**config.mk**
```make
export PLATFORM = sky130hd
export DESIGN_NAME = tlb_inv_seq
export DESIGN_NICKNAME = d
export VERILOG_FILES = /design/src/rtl/tlb_inv_seq_pkg.sv /design/src/rtl/tlb_inv_match.sv /design/src/rtl/tlb_inv_seq.sv
export SDC_FILE = /design/constraint.sdc
export NUM_CORES = 1
export LEC_CHECK = 0
export CAP_MARGIN = 20
export CORE_MARGIN = 3
export CORE_UTILIZATION = 25
export DETAILED_ROUTE_END_ITERATION = 8
export PLACE_DENSITY_LB_ADDON = 0.2
export SLEW_MARGIN = 20
export SYNTH_ARGS = -nofsm -noshare
export SYNTH_HDL_FRONTEND = slang
export SYNTH_HIERARCHICAL = 1
export SYNTH_SLANG_ARGS = --single-unit
```
**constraint.sdc**
```tcl
create_clock -name clk -period 4.86 [get_ports clk]
set_input_delay 1.458 -clock clk [delete_from_list [all_inputs] [get_ports clk]]
set_output_delay 1.458 -clock clk [all_outputs]
set_load 0.03 [all_outputs]
```
**src/rtl/tlb_inv_seq_pkg.sv**
```systemverilog
// Shared definitions for the INVTLB sequencer: op encodings, FSM states
// and page-size constants.
package tlb_inv_seq_pkg;

  localparam int TLBNUM_DEFAULT = 16;

  localparam logic [5:0] PS_4K = 6'd12;
  localparam logic [5:0] PS_2M = 6'd21;

  localparam logic [4:0] INV_ALL        = 5'd0;
  localparam logic [4:0] INV_ALL_ALT    = 5'd1;
  localparam logic [4:0] INV_G          = 5'd2;
  localparam logic [4:0] INV_NG         = 5'd3;
  localparam logic [4:0] INV_NG_ASID    = 5'd4;
  localparam logic [4:0] INV_NG_ASID_VA = 5'd5;
  localparam logic [4:0] INV_ASID_VA    = 5'd6;
  localparam logic [4:0] INV_OP_MAX     = INV_ASID_VA;

  typedef enum logic [1:0] {
    ST_IDLE = 2'd0,
    ST_WALK = 2'd1,
    ST_DONE = 2'd2
  } state_t;

  // A 4K page compares the full VPPN; any larger page compares the upper 10 bits.
  function automatic logic va_hit(input logic [5:0]  ps,
                                  input logic [18:0] entry_vppn,
                                  input logic [18:0] vppn);
    if (ps == PS_4K) return (entry_vppn == vppn);
    else             return (entry_vppn[18:9] == vppn[18:9]);
  endfunction

endpackage

```
**src/rtl/tlb_inv_match.sv**
```systemverilog
// Combinational INVTLB entry-selection predicate for one TLB entry.
module tlb_inv_match
  import tlb_inv_seq_pkg::*;
(
  input  logic [4:0]  op,
  input  logic [9:0]  asid,
  input  logic [18:0] vppn,
  input  logic        r_g,
  input  logic [5:0]  r_ps,
  input  logic [9:0]  r_asid,
  input  logic [18:0] r_vppn,
  output logic        match
);

  logic asid_eq;
  logic va_eq;

  always_comb begin
    asid_eq = (r_asid == asid);
    va_eq   = va_hit(r_ps, r_vppn, vppn);
    match   = 1'b0;
    case (op)
      INV_ALL,
      INV_ALL_ALT:    match = 1'b1;
      INV_G:          match = r_g;
      INV_NG:         match = ~r_g;
      INV_NG_ASID:    match = ~r_g & asid_eq;
      INV_NG_ASID_VA: match = ~r_g & asid_eq & va_eq;
      INV_ASID_VA:    match = (r_g | asid_eq) & va_eq;
      default:        match = 1'b0;
    endcase
  end

endmodule

```
**src/rtl/tlb_inv_seq.sv**
```systemverilog
// INVTLB sequencer: walks every TLB entry once, clearing E on entries
// selected by the latched op/asid/vppn.
//
// state | meaning
// IDLE  | waiting for inv_req; operands latched on accept
// WALK  | one entry per cycle, idx 0..TLBNUM-1, write-back of E=0 on match
// DONE  | one-cycle inv_done pulse with inv_err
module tlb_inv_seq
  import tlb_inv_seq_pkg::*;
#(
  parameter int TLBNUM = TLBNUM_DEFAULT
) (
  input  logic                      clk,
  input  logic                      reset,
  input  logic                      inv_req,
  input  logic [4:0]                inv_op,
  input  logic [9:0]                inv_asid,
  input  logic [18:0]               inv_vppn,
  input  logic                      inv_kill,
  output logic                      inv_busy,
  output logic                      inv_done,
  output logic                      inv_err,
  output logic [$clog2(TLBNUM)-1:0] r_index,
  input  logic                      r_e,
  input  logic                      r_g,
  input  logic [5:0]                r_ps,
  input  logic [9:0]                r_asid,
  input  logic [18:0]               r_vppn,
  output logic                      we,
  output logic [$clog2(TLBNUM)-1:0] w_index,
  output logic                      w_e
);

  localparam int IDXW = $clog2(TLBNUM);
  localparam logic [IDXW-1:0] IDX_LAST = IDXW'(TLBNUM - 1);

  state_t          state_q, state_d;
  logic [IDXW-1:0] idx_q, idx_d;
  logic [4:0]      op_q, op_d;
  logic [9:0]      asid_q, asid_d;
  logic [18:0]     vppn_q, vppn_d;
  logic            err_q, err_d;
  logic            match;

  tlb_inv_match u_match (
    .op     (op_q),
    .asid   (asid_q),
    .vppn   (vppn_q),
    .r_g    (r_g),
    .r_ps   (r_ps),
    .r_asid (r_asid),
    .r_vppn (r_vppn),
    .match  (match)
  );

  always_comb begin
    state_d  = state_q;
    idx_d    = idx_q;
    op_d     = op_q;
    asid_d   = asid_q;
    vppn_d   = vppn_q;
    err_d    = err_q;
    inv_busy = 1'b0;
    inv_done = 1'b0;
    inv_err  = 1'b0;
    we       = 1'b0;
    w_index  = '0;
    r_index  = '0;
    w_e      = 1'b0;

    case (state_q)
      ST_IDLE: begin
        if (inv_req && !inv_kill) begin
          op_d   = inv_op;
          asid_d = inv_asid;
          vppn_d = inv_vppn;
          idx_d  = '0;
          if (inv_op <= INV_OP_MAX) begin
            err_d   = 1'b0;
            state_d = ST_WALK;
          end else begin
            err_d   = 1'b1;
            state_d = ST_DONE;
          end
        end
      end
      ST_WALK: begin
        inv_busy = 1'b1;
        r_index  = idx_q;
        w_index  = idx_q;
        we       = r_e & match;
        idx_d    = idx_q + IDXW'(1);
        if (idx_q == IDX_LAST) state_d = ST_DONE;
      end
      ST_DONE: begin
        inv_busy = 1'b1;
        inv_done = 1'b1;
        inv_err  = err_q;
        state_d  = ST_IDLE;
      end
      default: state_d = ST_IDLE;
    endcase

    // A flush abandons the walk outright: no further writes, no completion.
    if (inv_kill) begin
      state_d  = ST_IDLE;
      we       = 1'b0;
      inv_done = 1'b0;
      inv_err  = 1'b0;
    end

    // Outputs are quiet in the reset cycle itself, so a reset mid-walk never writes.
    if (reset) begin
      inv_busy = 1'b0;
      inv_done = 1'b0;
      inv_err  = 1'b0;
      we       = 1'b0;
      w_index  = '0;
      r_index  = '0;
    end
  end

  always_ff @(posedge clk) begin
    if (reset) begin
      state_q <= ST_IDLE;
      idx_q   <= '0;
      op_q    <= '0;
      asid_q  <= '0;
      vppn_q  <= '0;
      err_q   <= 1'b0;
    end else begin
      state_q <= state_d;
      idx_q   <= idx_d;
      op_q    <= op_d;
      asid_q  <= asid_d;
      vppn_q  <= vppn_d;
      err_q   <= err_d;
    end
  end

endmodule

```
==> metrics <==
Die Y=a little under 100 um; share of layout cells above drive strength 1=around 6.3%; Yosys top cell by area=dfxtp_1; RSZ-0062 raised after global routing=false; Syn Inst Count=roughly 270; Max Clock Skew=approximately 5.7 ps; Reg2Reg Depth=6; final core occ=roughly two fifths; startpoint type of the worst setup path=input pin; simple-gate share of the synthesized area=24.7%; final hold slack=roughly 470 ps; crit path from=r_vppn[4]; crit path DAT=roughly 3300 ps; crit path max fanout=2; Post-CTS Hold Buffers=0; cell internal pwr=~600 uW; sequential power share=45.7%; #FFs+latches synth=roughly 40; # setup viols final=0; RR Startpoint=state_q[0]$_SDFFE_PP0P_; Routed Antenna Nets=0; port bufs=86; initial antenna violation count=0; class of the worst hold path=flip-flop to flip-flop; P_leak=1.21 nW; Post-Syn Nets=348; initial core utilization=between 20% and 30%; count leader, synth=nand2_1; VDD IR-drop max=approximately 0.13 mV; first-pass GRT wire length=slightly below 10000 um; Adder-Cell Fraction of Synth Area=roughly 2.4%; placed cell count=~440; Final #Nets=427; die width=between 90 and 100 um; fraction of registers with async set/reset=0%; top-area cell type share of the netlist area=39.0%; CTS Root Cell=clkbuf_8; DRC Markers=0; Hold Vio Cnt, Final=0; Net Sw Frac=24.1%; Mean Syn Cell Area=~8 um2; largest family of logic cells by synthesized area=simple AND/OR/NAND/NOR gates; max_cap viols=0; Placed Area=approximately 0.003 mm2; routability cong.=roughly 0.81; Layout Cells excl Fill=about 450; First-pass DRT Iterations=6; worst hold stages=2; maximum level of the CTS H-tree=2; Post-Syn Area=roughly 0.0021 mm2; Tmin final=4750 ps; io pins=88; total net switching power=approximately 190 uW; Synth Area in Compound Gates=~14%; Post-Synth XOR/XNOR Area=12.9%; total gr overflow=0; Setup CP Type=input pin to output pin; Synth-to-Final Area Change=49.9%; run status=finished, final reports clean; vias per cell=4.42; Diodes inserted=0; clock power share=approximately 37%; total track usage=about an eighth; worst skew pair latency=approximately 300 ps; row count=32; Num CTS Buffers=5; Ys Warns=6; Setup TNS=0 ps; Synth area leaders=dfxtp_1 39%, nand2_1 13%, xor2_1 12%; count of different cell masters after synthesis=36; pwr dens=250 mW/mm2; DPL Wire Length=around 4100 um; vias in the first global route=slightly below 2000; average wire per standard cell=approximately 13 um; vias=approximately 2000; largest net degree at the start of global routing=38; EDFF count, synth=0; Commonest cells post-synth=74 x nand2_1, 41 x dfxtp_1, 39 x a21oi_1; CTS clk-pin slew, worst paths=approximately 80 ps; WL final=between 5000 and 6000 um; final instance area=about 0.0032 mm2; startpoint of the worst hold path=op_q[2]$_SDFFE_PP0P_; Critical Path Sink Type=output pin; DR iter-0 viols=37; FF-to-FF setup slack=between 3000 and 4000 ps; fin. max-slew vios=0; share of the yosys chip area belonging to registers=between 30% and 40%; Comb pwr share=roughly 18%; Clock Tree Buf Depth=2; fmax=between 200 and 250 MHz; Core ar.=0.00793 mm2; die area=approximately 0.0096 mm2; top_reg_cell synth=dfxtp_1; CTS tree=done; Tcrit/Tclk final=between 90% and 100%; CTS sink cnt=41; multiplexer share of the synthesized area=less than 1%; Critical Path RT=~3400 ps
[logic make-up (layout without fill, tap and decap cells)]
| family | after synthesis | in the layout |
|---|---|---|
| AND/OR/NAND/NOR | 117 | 117 |
| multiplexers | 2 | 2 |
| flip-flops | 41 | 41 |
| AO/OA/AOI/OAI | 52 | 52 |
| other | 1 | 1 |
| buffers and inverters | 21 | 101 |
| adder cells (fa/ha/maj) | 4 | 4 |
| XOR/XNOR | 31 | 31 |
[power by group through the flow]
stage               Combinational [mW]  Clock [mW]  Sequential, mW
CTS                              0.140       0.305           0.361
global route                     0.156       0.314           0.363
global placement                 0.138           0           0.369
finish                           0.139       0.290           0.361
floorplan                       0.0641           0           0.367
detailed placement               0.139           0           0.369
[registers in the layout, indices dropped and copies added, names as in the netlist]
name,flops
idx_q,4
state_q,2
asid_q,10
op_q,5
err_q,1
vppn_q,19
[per-layer routing]
layer / global-route usage (%) / share of wire (%) / up-vias
met3: 3.21 / 5.8 / 6
met5: 0 / 0 / -
met4: 3.83 / 1.0 / 0
met1: 17.0 / 49 / 884
li1: - / - / 1041
met2: 18.9 / 44 / 64
[placed cells by master, fill, tap and decap left out, types with 6 or more instances in the layout]
cell type        instances
a21oi_1                 39
and2_1                   6
clkbuf_8                 6
clkdlybuf4s50_1         83
dfxtp_1                 41
nand2_1                 74
nand3_1                  8
nor2_1                  10
xor2_1                  29
[final cells by class]
| type | instances | area [um2] |
|---|---|---|
| Sequential cell | 41 | 821 |
| Clock inverter | 2 | 37.5 |
| Multi-Input combinational cell | 207 | 1190 |
| Inverter | 3 | 11.3 |
| Tap cell | 102 | 128 |
| Clock buffer | 6 | 82.6 |
| Timing Repair Buffer | 90 | 890 |
| Fill cell | 829 | 4770 |
[final timing paths]
path / to
worst max-delay path: we
worst min-delay path: op_q[2]$_SDFFE_PP0P_
worst max register to register: err_q$_SDFFE_PP0P_
worst min register to register: op_q[2]$_SDFFE_PP0P_
[worst max-delay path, stage by stage]
cell	delay (ps)
clkdlybuf4s50_1	410
xor2_1	160
nor4_2	290
a31oi_2	180
o31ai_1	270
a21o_1	180
nand3_2	80
nor2_2	120
buf_6	140
[stage by stage]
stage | setup WS, ps | power, mW
floorplan | 606 | 0.431
global placement | 106 | 0.507
detailed placement | 106 | 0.508
CTS | 95.8 | 0.806
global route | 16.9 | 0.833
finish | 113 | 0.790
[repair_timing]
action	4_1_cts	5_1_grt
hold endpoints to repair	0	0
buffers inserted	0	0
endpoints found under the setup margin	0	1
resized for setup	0	6
No activity file was read; power rests on OpenSTA's default activity.
